## src/rtl/moore_seq_tx.sv

```systemverilog
// Serial pattern transmitter: accepts a parallel word over load/ready, shifts it out MSB-first
// and optionally repeats it with a programmable idle gap between copies.
module moore_seq_tx #(
  parameter int W   = 8,
  parameter int GAP = 0
) (
  input  logic         clk,
  input  logic         rst,
  input  logic         load,
  input  logic [W-1:0] data,
  input  logic [3:0]   rpt,
  output logic         ready,
  output logic         dout,
  output logic         valid,
  output logic         done,
  output logic [15:0]  frames
);

  localparam int BW = $clog2(W);
  localparam int GW = (GAP > 1) ? $clog2(GAP) : 1;

  typedef enum logic [1:0] {
    S_IDLE,
    S_SHIFT,
    S_GAP
  } state_t;

  state_t          r_state,  w_state;
  logic [W-1:0]    r_shreg,  w_shreg;
  logic [W-1:0]    r_hold,   w_hold;
  logic [BW-1:0]   r_bitCnt, w_bitCnt;
  logic [3:0]      r_copies, w_copies;
  logic [GW-1:0]   r_gapCnt, w_gapCnt;
  logic [15:0]     r_frames, w_frames;
  logic            w_lastBit;
  logic            w_lastCopy;

  assign w_lastBit  = (r_bitCnt == '0);
  assign w_lastCopy = (r_copies == 4'd1);

  // Outputs are pure decodes of registered state, so they are glitch-free relative to the clock.
  assign ready  = (r_state == S_IDLE);
  assign valid  = (r_state == S_SHIFT);
  assign dout   = valid & r_shreg[W-1];
  assign done   = valid & w_lastBit & w_lastCopy;
  assign frames = r_frames;

  always_ff @(posedge clk) begin
    if (!rst) begin
      r_state  <= S_IDLE;
      r_shreg  <= '0;
      r_hold   <= '0;
      r_bitCnt <= '0;
      r_copies <= '0;
      r_gapCnt <= '0;
      r_frames <= '0;
    end else begin
      r_state  <= w_state;
      r_shreg  <= w_shreg;
      r_hold   <= w_hold;
      r_bitCnt <= w_bitCnt;
      r_copies <= w_copies;
      r_gapCnt <= w_gapCnt;
      r_frames <= w_frames;
    end
  end

  always_comb begin
    w_state  = r_state;
    w_shreg  = r_shreg;
    w_hold   = r_hold;
    w_bitCnt = r_bitCnt;
    w_copies = r_copies;
    w_gapCnt = r_gapCnt;
    w_frames = r_frames;

    case (r_state)
      S_IDLE: begin
        if (load) begin
          w_shreg  = data;
          w_hold   = data;
          w_bitCnt = BW'(W - 1);
          w_copies = (rpt == 4'd0) ? 4'd1 : rpt;
          w_state  = S_SHIFT;
        end
      end

      S_SHIFT: begin
        w_shreg  = {r_shreg[W-2:0], 1'b0};
        w_bitCnt = r_bitCnt - 1'b1;
        if (w_lastBit) begin
          if (r_frames != 16'hFFFF) begin
            w_frames = r_frames + 16'd1;
          end
          if (w_lastCopy) begin
            w_state = S_IDLE;
          end else begin
            // Reload from the hold copy so data changes after acceptance never leak into repeats.
            w_copies = r_copies - 4'd1;
            w_shreg  = r_hold;
            w_bitCnt = BW'(W - 1);
            if (GAP > 0) begin
              w_gapCnt = GW'(GAP - 1);
              w_state  = S_GAP;
            end
          end
        end
      end

      S_GAP: begin
        if (r_gapCnt == '0) begin
          w_state = S_SHIFT;
        end else begin
          w_gapCnt = r_gapCnt - 1'b1;
        end
      end

      default: begin
        w_state = S_IDLE;
      end
    endcase
  end

endmodule

```

## config.mk

```make
export PLATFORM = sky130hd
export DESIGN_NAME = moore_seq_tx
export DESIGN_NICKNAME = d
export VERILOG_FILES = /design/src/rtl/moore_seq_tx.sv
export SDC_FILE = /design/constraint.sdc
export NUM_CORES = 1
export LEC_CHECK = 0
export BUFFER_PORTS_ARGS = -buffer_cell sky130_fd_sc_hd__buf_2
export CAP_MARGIN = 20
export CORE_ASPECT_RATIO = 1.1
export CORE_MARGIN = 3
export CORE_UTILIZATION = 57
export CTS_BUF_LIST = sky130_fd_sc_hd__clkbuf_8
export CTS_CLUSTER_DIAMETER = 60
export DETAILED_ROUTE_END_ITERATION = 8
export HOLD_SLACK_MARGIN = 0.1
export PLACE_DENSITY = 0.85
export SLEW_MARGIN = 20
export SYNTH_ARGS = -nofsm -noshare
export SYNTH_HDL_FRONTEND = slang
export SYNTH_SLANG_ARGS = --single-unit
```

## constraint.sdc

```tcl
create_clock -name clk -period 2.67 [get_ports clk]
set_input_delay 0.267 -clock clk [delete_from_list [all_inputs] [get_ports clk]]
set_output_delay 0.267 -clock clk [all_outputs]
set_load 0.02 [all_outputs]
```

* After elaboration in Yosys (flattened, before gate mapping)
Cells that the tools add are included.
Storage, ports and cells: register bits 42, bits of input ports 15, output and inout port bits 20, logic and storage cells 51
Operators by class: add/subtract/negate cells 4, equal/unequal tests 9, mux-type cells 19, bitwise operators 3, reduce and logical (&&, ||, !) cells 9
Operators by type and width (number):
- $mux 8 | 3
- $add 16x1->16 const B | 1
- $mux 4 | 4
- $ne 16x16->1 const B | 1
- $pmux 8 s2 | 1
- $mux 3 | 3
- $mux 2 | 4
- $pmux 4 s2 | 1
- $reduce_and 4->1 | 2
- $ne 2x2->1 const B | 3
- $pmux 2 s3 | 1
- $pmux 3 s2 | 1
- $eq 4x1->1 const B | 1
- $logic_not 4->1 | 1
- $ne 2x1->1 const B | 2
- $reduce_and 2->1 | 2
- $sub 4x1->4 const B | 1
- $and 1x1->1 | 3
- $logic_not 3->1 | 1
- $reduce_and 3->1 | 1
- $sub 3x1->3 const B | 1
- $eq 2x1->1 const B | 1
- $eq 2x2->1 const B | 1
- $logic_not 2->1 | 1
- other kinds (3) | 3

* Logic depth before layout (Yosys ltp)
Gate-level depths: netlist of run 1.
depth in word-level cells 4, gate-level depth with buffers 7, depth with buffers taken out 6

* Worst setup path before layout of run 1
Ideal clock, no wire load.
kind reg-to-reg, start reg r_frames[0], in the netlist frames[0], end reg r_frames[1], in the netlist frames[1], library setup time 0.128 ns, data arrival time 1.929 ns, required time 2.542 ns, path slack 0.614 ns, stages on the path, launching flop included 7, path buffers 1, clock period less this slack 2.056 ns, path through dfxtp_1 > ha_1 > nand3_1 > o41ai_2 > buf_2 > mux2i_1 > nor2_1
On the way: longest elaborated chain between the ends 2, elaborated cells between the ends (all ways) 3, those cells by class add/sub: 1; eq/ne: 1; reduce/logical: 1
RTL lines:
- start, declared | RTL line 34 | logic [15:0] r_frames, w_frames;
- start signal, assigned | RTL line 64 | r_frames <= w_frames;
- parallel branches: the longest is 2 deep, another holds $add 16x1->16
Several ways; the timed one is not identified. A chain may end at the register's enable or synchronous reset.

* Final worst setup path of run 1
start reg r_copies[0], end reg r_shreg[4]
On the way: longest elaborated chain between the ends 4
RTL lines:
- start, declared | RTL line 32 | logic [3:0] r_copies, w_copies;
- start signal, assigned | RTL line 62 | r_copies <= w_copies;
- $eq 4x1->1 | RTL line 39 | assign w_lastCopy = (r_copies == 4'd1);
- $mux 8 | RTL line 95 | if (w_lastCopy) begin
- $mux 8 | RTL line 91 | if (w_lastBit) begin
- $pmux 8 s2 | RTL line 77 | case (r_state)
- end signal, assigned | RTL line 59 | r_shreg <= w_shreg;
- end, declared | RTL line 29 | logic [W-1:0] r_shreg, w_shreg;
Every way passes these cells.

==> metrics, run 1 <==
mux share of post-synthesis cell area=between 5 and 6%; largest cells by area after synthesis=dfxtp_1 42%, a21oi_1 7.5%, nand2_1 4.7%; Mapped Cells=around 230; Avg Cell Area, Syn=8.46 µm²; largest net degree at the start of global routing=27; Setup Buffers After CTS=0; Slew Limit Fails=0; Hold Buf Count CTS=0; total grt overflow=0; Worst EP required=2.84 ns; cell-internal power=0.000907 W; full die area=a little over 4000 µm²; flop-to-flop setup slack=roughly 0.45 ns; CORE AREA=around 3200 µm²; drt total wl=roughly 4.4 mm; DR vias/cell=about 6.1; critical path capture point type=flip-flop; Fin Setup TNS=0 ns; share of cells above drive strength 1=between 20% and 30%; Ys Warns=0; vias in the first global route=1654; first-pass GRT wire length=between 7 and 8 mm; Synth top area share=approximately 42%; Synth Area in XOR/XNOR=less than 1%; gr usage total=24.4%; Hold Path Class=in -> reg; CTS tree=done; Synth Net Count=248; Final Skew=slightly below 0.007 ns; Synth Area in Compound Gates=22.3%; Hold Path Sink=r_hold[3]; FP Rows=21; Area Growth Syn to Fin=15.2%; placed insts=around 290; Clock Path Buffers=2; initial detailed-routing violation count=around 200; Root Driver=clkbuf_8; # diodes=0; post-synthesis sequential area ratio=41.5%; status=complete, no violations; post-synthesis adder-cell area fraction=approximately 3.2%; Pwr Density=approximately 560 nW/µm²; Achievable Freq=~0.45 GHz; Leakage=0.888 nW; Yosys cell types=40; Sw Share=27.5%; CTS Sinks=40; fillcell total=a little under 300; Final Critical Period=about 2.2 ns; I/O pin count=35; placed inst area=approximately 2100 µm²; CTS HTree Levels=2; Final #Nets=roughly 280; R2R depth=5; Relative slew margins=between 40% and 50%; DIE HEIGHT=approximately 67 µm; WL/cell=about 15 µm; Worst Path Class, Setup=reg -> reg; initial antenna violation count=0; dominant cell type by area after synthesis=dfxtp_1; number of buffers inserted by port buffering=34; RSZ-0062 raised after global routing=no; worst-path fanout max=8; power share of the sequential group=51.8%; final hold vios=0; post-route cell area=2220 µm²; net load switching power=0.000344 W; TritonCTS Buffers=5; Worst IR Drop VDD=a little over 0.4 mV; Clock Latency Late Sink=between 0.2 and 0.3 ns; die width=between 60 and 70 µm; CP Launch Type=flip-flop; RR Endpoint=r_shreg[4]; CTS resizes=0; Post-Layout Cell Count=between 200 and 300; # DRC=0; CTS clk-pin slew, worst paths=roughly 0.08 ns; Simple-Gate Fraction of Synth Area=a little under a quarter; Comb pwr share=approximately 14%; Worst EP arrival=roughly 2.4 ns; Max-Cap Viols=0; Placer Congestion=0.815; DR vias=1813; Routed Antenna Nets=0; hpwl dp=between 2 and 3 mm; reg-to-reg startpoint=r_copies[0]; Worst Min Path Start=data[3]; Initial Util=61.2%; Clock Power Share=34.0%; Setup-failing EPs final=0; Least-Margin Pin Slew=around 0.76 ns; Detailed Routing Iterations Pass 1=5; mapped cell area=approximately 1900 µm²; largest family of logic cells by synthesized area=simple AND/OR/NAND/NOR gates; Seq cells post-synth=40; Hold Crit Depth=3; Tcrit/Tclk final=between 80% and 90%
-- cell usage in the layout (no fill, tap or decap), drive strengths merged --
cell type,instances
dfxtp,40
buf,37
a21oi,29
nand2,24
nor2,16
o21ai,11
inv,9
nand3,9
or4,9
o31ai,8
mux2,7
a222oi,7
clkbuf,6
nand4,5
ha,5
nor3,4
or3,4
a211oi,3
or2,3
and2,2
nor3b,2
o21a,2
nor4,2
o211a,2
nor2b,2
mux2i,2
clkinvlp,2
and3b,1
nand2b,1
clkinv,1
a311oi,1
a211o,1
nand3b,1
and3,1
and4,1
o211ai,1
o41ai,1
xor2,1
-- logic make-up (layout without fill, tap and decap cells) --
group | Yosys count | after routing
compound gates | 66 | 66
xor+xnor | 1 | 1
fa+ha+maj | 5 | 5
buf+inv | 20 | 55
flops | 40 | 40
mux | 9 | 9
simple gates | 87 | 87
-- metal layers --
metal	track usage [%]	part of all wire, %	vias to the layer above	wire length (µm)
li1	-	-	914	-
met2	39.9	51	53	2260
met1	29.5	43	842	1900
met3	8.14	5.0	4	223
met5	0	0	-	0
met4	7.96	1.1	0	48
-- metrics by stage --
stage                     worst slack [ns]  hold slack, ns  power, W  util, %
after floorplan                      0.614           0.383  0.000784        -
after global placement               0.571           0.444  0.000828     67.4
after detailed placement             0.578           0.448  0.000835     67.4
after CTS                            0.496           0.216   0.00126     70.5
after global routing                 0.297           0.222   0.00131     70.5
final                                0.451           0.217   0.00125     70.5
-- worst max-delay path, stage by stage (launching register included) --
cell	delay, ns
dfxtp_1	0.42
ha_1	0.19
nor3b_1	0.64
nor2_1	0.32
a222oi_1	0.44
nor2_1	0.09
-- power groups by stage --
| stage | Combinational [W] | Sequential, W | Clock (W) |
|---|---|---|---|
| 2_1_floorplan | 0.000124 | 0.000660 | 0 |
| 3_3_place_gp | 0.000168 | 0.000660 | 0 |
| 3_5_place_dp | 0.000174 | 0.000661 | 0 |
| 4_1_cts | 0.000176 | 0.000648 | 0.000432 |
| 5_1_grt | 0.000201 | 0.000652 | 0.000462 |
| 6_report | 0.000177 | 0.000649 | 0.000426 |
-- worst max-delay path by stage --
stage	cells after the start	slack, ns	end	from
6_report	5	0.45	r_shreg[4]	r_copies[0]
3_3_place_gp	5	0.57	r_shreg[1]	r_copies[0]
4_1_cts	4	0.50	done	r_copies[0]
5_1_grt	5	0.30	r_shreg[4]	r_copies[0]
3_5_place_dp	5	0.58	r_shreg[1]	r_copies[0]
2_1_floorplan	6	0.61	frames[1]	frames[0]
-- synthesized netlist by cell type (all sizes together) --
cell,number
o21a,2
or2,3
clkbuf,8
and3,1
nand4,5
a211oi,3
nor3b,2
a311oi,1
o31ai,8
nand3b,1
o41ai,1
a222oi,7
o21ai,11
or4,9
nor2b,2
mux2i,2
nand2b,1
nor2,16
ha,5
and3b,1
a21oi,29
nand2,24
nor4,2
or3,4
mux2,7
clkinv,1
o211a,2
a211o,1
and2,2
and4,1
nor3,4
dfxtp,40
inv,9
nand3,9
xor2,1
o211ai,1
buf,2
-- registers in the layout, indices dropped and copies added (netlist names) --
| register | flops |
|---|---|
| frames | 16 |
| r_shreg | 8 |
| r_copies | 4 |
| r_state | 1 |
| r_bitCnt | 3 |
| r_hold | 8 |
-- layout make-up --
cell class / instances / area [µm²] / share of cell area [%]
Multi-Input combinational cell: 168 / 1050 / 47.3
Sequential cell: 40 / 801 / 36.0
Timing Repair Buffer: 37 / 193 / 8.67
Clock buffer: 6 / 82.6 / 3.72
Tap cell: 34 / 42.5 / 1.91
Inverter: 10 / 37.5 / 1.69
Clock inverter: 2 / 15.0 / 0.676
Note: power is estimated with default switching activity, not from simulation.
==> inputs of run 2 (changes only) <==
Settings changed: CORE_UTILIZATION 57 to 52, PLACE_DENSITY 0.85 to 0.82.
Clock period 2.67 ns to 1.8 ns, I/O delays scaled along.
==> metrics, run 2 (synthesized netlist as in run 1, its figures left out) <==
status=complete, no violations; DIE HEIGHT=69.9 µm (+4.3%); TritonCTS Buffers=5 (unchanged); CTS tree=done; first-pass GRT wire length=7.97 mm (+7.3%); hpwl dp=3.29 mm (+11%); Worst EP required=2.03 ns (-0.81 ns); Final #Nets=305 (+8.2%); Worst EP arrival=2.03 ns (-0.36 ns); Clock Latency Late Sink=0.30 ns (about the same); CP Launch Type=flip-flop; DR top layer=met4; Clock Path Buffers=2 (unchanged); Hold Path Class=in -> reg; share of cells above drive strength 1=35.7% (+14 points); Area Growth Syn to Fin=30.9%; CTS Sinks=40 (unchanged); final hold vios=0 (unchanged); Fin Setup TNS=0 ns (unchanged); DR WL met3=180 µm (-19%); commonest non-fill, non-tap cells in the layout=34 x buf_2, 28 x a21oi_1, 26 x dfxtp_1, 25 x buf_4, 24 x nand2_1; gr usage total=22.1% (-2.3 points); initial antenna violation count=0 (unchanged); CTS HTree Levels=2 (unchanged); number of buffers inserted by port buffering=34 (unchanged); Max-Cap Viols=0 (unchanged); Worst Hold Slack=0.127 ns (-0.0898 ns); # diodes=0 (unchanged); total grt overflow=0 (unchanged); Worst Path Class, Setup=reg -> reg; drt total wl=4.82 mm (+8.8%); max reg flops=16 (unchanged); DR WL met2=2.51 mm (+11%); Routed Antenna Nets=0 (unchanged); Worst IR Drop VDD=0.789 mV (+91%); Relative slew margins=73.7% (+25 points); WL met1=2.06 mm (+8.5%); CORE AREA=3440 µm² (+9.1%); worst-path fanout max=5 (-3); Detailed Routing Iterations Pass 1=4 (-1); initial detailed-routing violation count=125 (-37%); DR vias=1926 (+6.2%); I/O pin count=35 (unchanged); Tcrit/Tclk final=99.9% (+17 points); Placer Congestion=0.804 (-1.3%); vias in the first global route=1790 (+8.2%); Pwr Density=791 nW/µm² (+40%); WL/cell=14.4 µm (-3.2%); fillcell total=275 (-6.5%); Final Skew=0.00973 ns (+0.00279 ns); Slew Limit Fails=0 (unchanged); Initial Util=56.0% (-5.1 points); FP Rows=22 (+4.8%); DR vias/cell=5.77 (-5.5%); most common cell after layout, fill and taps aside=buf_2; RSZ-0062 raised after global routing=yes; full die area=4480 µm² (+8.7%); largest net degree at the start of global routing=19 (-30%); Final Critical Period=1.80 ns (-0.422 ns); Achievable Freq=0.556 GHz (+23%); CTS clk-pin slew, worst paths=0.08 ns (about the same); # DRC=0 (unchanged); Hold Buf Count CTS=0 (unchanged); Setup-failing EPs final=0 (unchanged); die width=64.1 µm (+4.2%); Least-Margin Pin Slew=0.393 ns (-0.370 ns); critical path capture point type=flip-flop; Root Driver=clkbuf_8; Leakage=1.04 nW (+17%)
==> run 2: path summary, 6_finish.rpt <==
kind / start / end / slack [ns] / cells after the start
max: r_bitCnt[1] / frames[13] / 0.003 / 6
min: data[7] / r_hold[7] / 0.13 / 3
max reg2reg: r_bitCnt[1] / frames[13] / 0.003 / 6
min reg2reg: r_hold[0] / r_hold[0] / 0.46 / 2
==> run 2: timing repair <==
action | CTS | global route
pin swaps | 1 | 4
resized for setup | 0 | 12
setup endpoints to repair | 1 | 16
setup buffers | 1 | 1
endpoints found under the hold margin | 0 | 0
cloned | 0 | 0
==> run 2: per-stage QoR <==
step	total power [W]	worst slack (ns)	area [µm²]	util (%)	instances
CTS	0.00199	0.00152	2470	71.9	333
detailed placement	0.00127	-0.0332	2360	68.5	324
finish	0.00200	0.00262	2520	73.3	334
global route	0.00209	-0.0667	2520	73.3	334
floorplan	0.00117	-0.0397	1970	-	228
global placement	0.00126	0.00779	2360	68.5	324
==> run 2: final cells by class <==
cell class / instances / area [µm²] / area share (%)
Clock buffer: 5 / 68.8 / 2.73
Sequential cell: 40 / 826 / 32.7
Inverter: 10 / 37.5 / 1.49
Clock inverter: 3 / 38.8 / 1.54
Tap cell: 48 / 60.1 / 2.38
Multi-Input combinational cell: 168 / 1110 / 44.2
Timing Repair Buffer: 60 / 378 / 15.0
==> run 2: report_power, final <==
part	switching (W)	internal [W]
Clock	0.000321	0.000406
Combinational	0.000169	0.000140
Sequential	0.0000327	0.000927
Total	0.000522	0.00147
==> run 2: critical path, stage by stage, from the launching register on <==
cell and delay (ns):
dfxtp_2 0.33, inv_2 0.07, ha_4 0.13, nand3b_1 0.10
or4_4 0.46, or4_1 0.51, a21oi_1 0.12
==> run 2: routing by layer <==
layer  GRT usage [%]  vias to the layer above
met5               0                        -
met4            7.19                        0
met3            4.82                        5
met2            38.5                       42
met1            26.6                      915
li1                -                      964
==> inputs of run 3 (changes only) <==
Settings changed: BUFFER_PORTS_ARGS -buffer_cell sky130_fd_sc_hd__buf_2 to default, CORE_UTILIZATION 52 to 59, DONT_BUFFER_PORTS from default to 1, SKIP_CTS_REPAIR_TIMING from default to 1, TNS_END_PERCENT from default to 30.
==> metrics, run 3 (synthesized netlist as in run 1, its figures left out) <==
status=finished with violations; failing checks=negative setup slack; placed inst area=2200 µm² (-6.7%); Clock Path Buffers=2 (unchanged); Worst EP arrival=2.15 ns (+0.12 ns); max reg flops=16 (unchanged); CTS tree=done; share of cells above drive strength 1=24.7% (-11 points); Fin Setup TNS=-0.340 ns (-0.340 ns); CORE AREA=3100 µm² (-9.9%); Comb pwr share=16.3% (+0.8 points); Clock Latency Late Sink=0.29 ns (about the same); Relative slew margins=60.7% (-13 points); die width=60.5 µm (-5.5%); power share of the sequential group=52.4% (+4.3 points); I/O pin count=35 (unchanged); Least-Margin Pin Slew=0.587 ns (+0.194 ns); Final Core Density=78.2% (+4.9 points); R2R depth=6 (unchanged); Setup-failing EPs final=3 (+3); total grt overflow=0 (unchanged); Hold Path Class=in -> reg; Slew Limit Fails=0 (unchanged); Final Skew=0.00753 ns (-0.00220 ns); DIE HEIGHT=66.0 µm (-5.6%); CTS Sinks=40 (unchanged); Leakage=0.927 nW (-11%); Sw Share=27.6% (+1.5 points); number of buffers inserted by port buffering=0 (-100%); Worst IR Drop VDD=0.741 mV (-6.1%); drt total wl=5.05 mm (+4.6%); CTS HTree Levels=2 (unchanged); Routed Antenna Nets=0 (unchanged); gr usage total=23.8% (+1.7 points); commonest non-fill, non-tap cells in the layout=31 x dfxtp_1, 31 x buf_4, 28 x a21oi_1, 24 x nand2_1, 16 x nor2_1; Detailed Routing Iterations Pass 1=5 (+1); Crit. Startpoint=r_bitCnt[1]; reg-to-reg startpoint=r_bitCnt[1]; full die area=3990 µm² (-11%); Tcrit/Tclk final=108% (+7.9 points); initial antenna violation count=0 (unchanged); Placer Congestion=0.802 (-0.25%); Worst Hold Slack=0.102 ns (-0.0250 ns); DR vias/cell=6.37 (+11%); first-pass GRT wire length=7.22 mm (-9.3%); Worst EP required=2.01 ns (-0.02 ns); FP Rows=21 (-4.5%); largest net degree at the start of global routing=22 (+3); final hold vios=0 (unchanged); hpwl dp=3.27 mm (-0.40%); initial detailed-routing violation count=194 (+55%); CP Launch Type=flip-flop; CTS clk-pin slew, worst paths=0.07 ns (about the same); Hold Crit Depth=2 (-1); Pwr Density=760 nW/µm² (-3.9%); worst-path fanout max=5 (unchanged); RSZ-0062 raised after global routing=yes; Root Driver=clkbuf_8; Area Growth Syn to Fin=25.8%; # DRC=0 (unchanged); cell-internal power=0.00133 W (-9.5%); DR vias=1918 (-0.42%); # diodes=0 (unchanged); Final #Nets=287 (-5.9%); Initial Util=62.2% (+6.2 points); Final Critical Period=1.94 ns (+0.142 ns); net load switching power=0.000509 W (-2.5%); TritonCTS Buffers=5 (unchanged); post-route cell area=2430 µm² (-3.9%); critical path capture point type=flip-flop; Max-Cap Viols=0 (unchanged); Worst Path Class, Setup=reg -> reg; worst setup margin=-0.139 ns (-0.142 ns); Worst Min Path Start=load; vias in the first global route=1668 (-6.8%); Pwr Total=0.00184 W (-7.6%); WL/cell=16.8 µm (+16%); Clock Power Share=31.3% (-5.1 points); Achievable Freq=0.516 GHz (-7.3%)
[run 3: worst paths after layout]
check / slack (ns) / to
worst min-delay path: 0.10 / r_bitCnt[0]
worst max register to register: -0.14 / frames[15]
worst max-delay path: -0.14 / frames[15]
worst min register to register: 0.46 / r_hold[4]
[run 3: per-stage QoR]
stage / setup WS (ns) / instances
2_1_floorplan: -0.0586 / 228
3_3_place_gp: -0.0500 / 283
3_5_place_dp: -0.0851 / 283
4_1_cts: -0.110 / 290
5_1_grt: -0.186 / 301
6_report: -0.139 / 301
[run 3: cell type report]
class,count,area [µm²]
Multi-Input combinational cell,168,1100
Sequential cell,40,812
Tap cell,34,42.5
Clock inverter,2,12.5
Timing Repair Buffer,42,353
Clock buffer,5,68.8
Fill cell,225,674
Inverter,10,37.5
[run 3: routing by layer]
layer / part of all wire [%] / vias up / wire length [µm] / track usage, %
met5: 0 / - / 0 / 0
met4: 2.2 / 0 / 113 / 8.67
met3: 5.5 / 11 / 279 / 6.45
met2: 52 / 64 / 2610 / 41.4
met1: 41 / 917 / 2050 / 27.5
li1: - / 926 / - / -
[run 3: power by group through the flow]
stage / Combinational [W] / Clock [W] / Sequential (W)
final: 0.000301 / 0.000577 / 0.000965
after global routing: 0.000330 / 0.000618 / 0.000970
after CTS: 0.000267 / 0.000578 / 0.000960
after detailed placement: 0.000265 / 0 / 0.000980
after global placement: 0.000256 / 0 / 0.000978
after floorplan: 0.000187 / 0 / 0.000979
[run 3: worst max-delay path: stages, from the launching register on]
cell	delay, ns
dfxtp_2	0.33
inv_2	0.07
ha_4	0.13
nand3b_1	0.11
or4_4	0.59
or4_1	0.44
a21oi_1	0.18
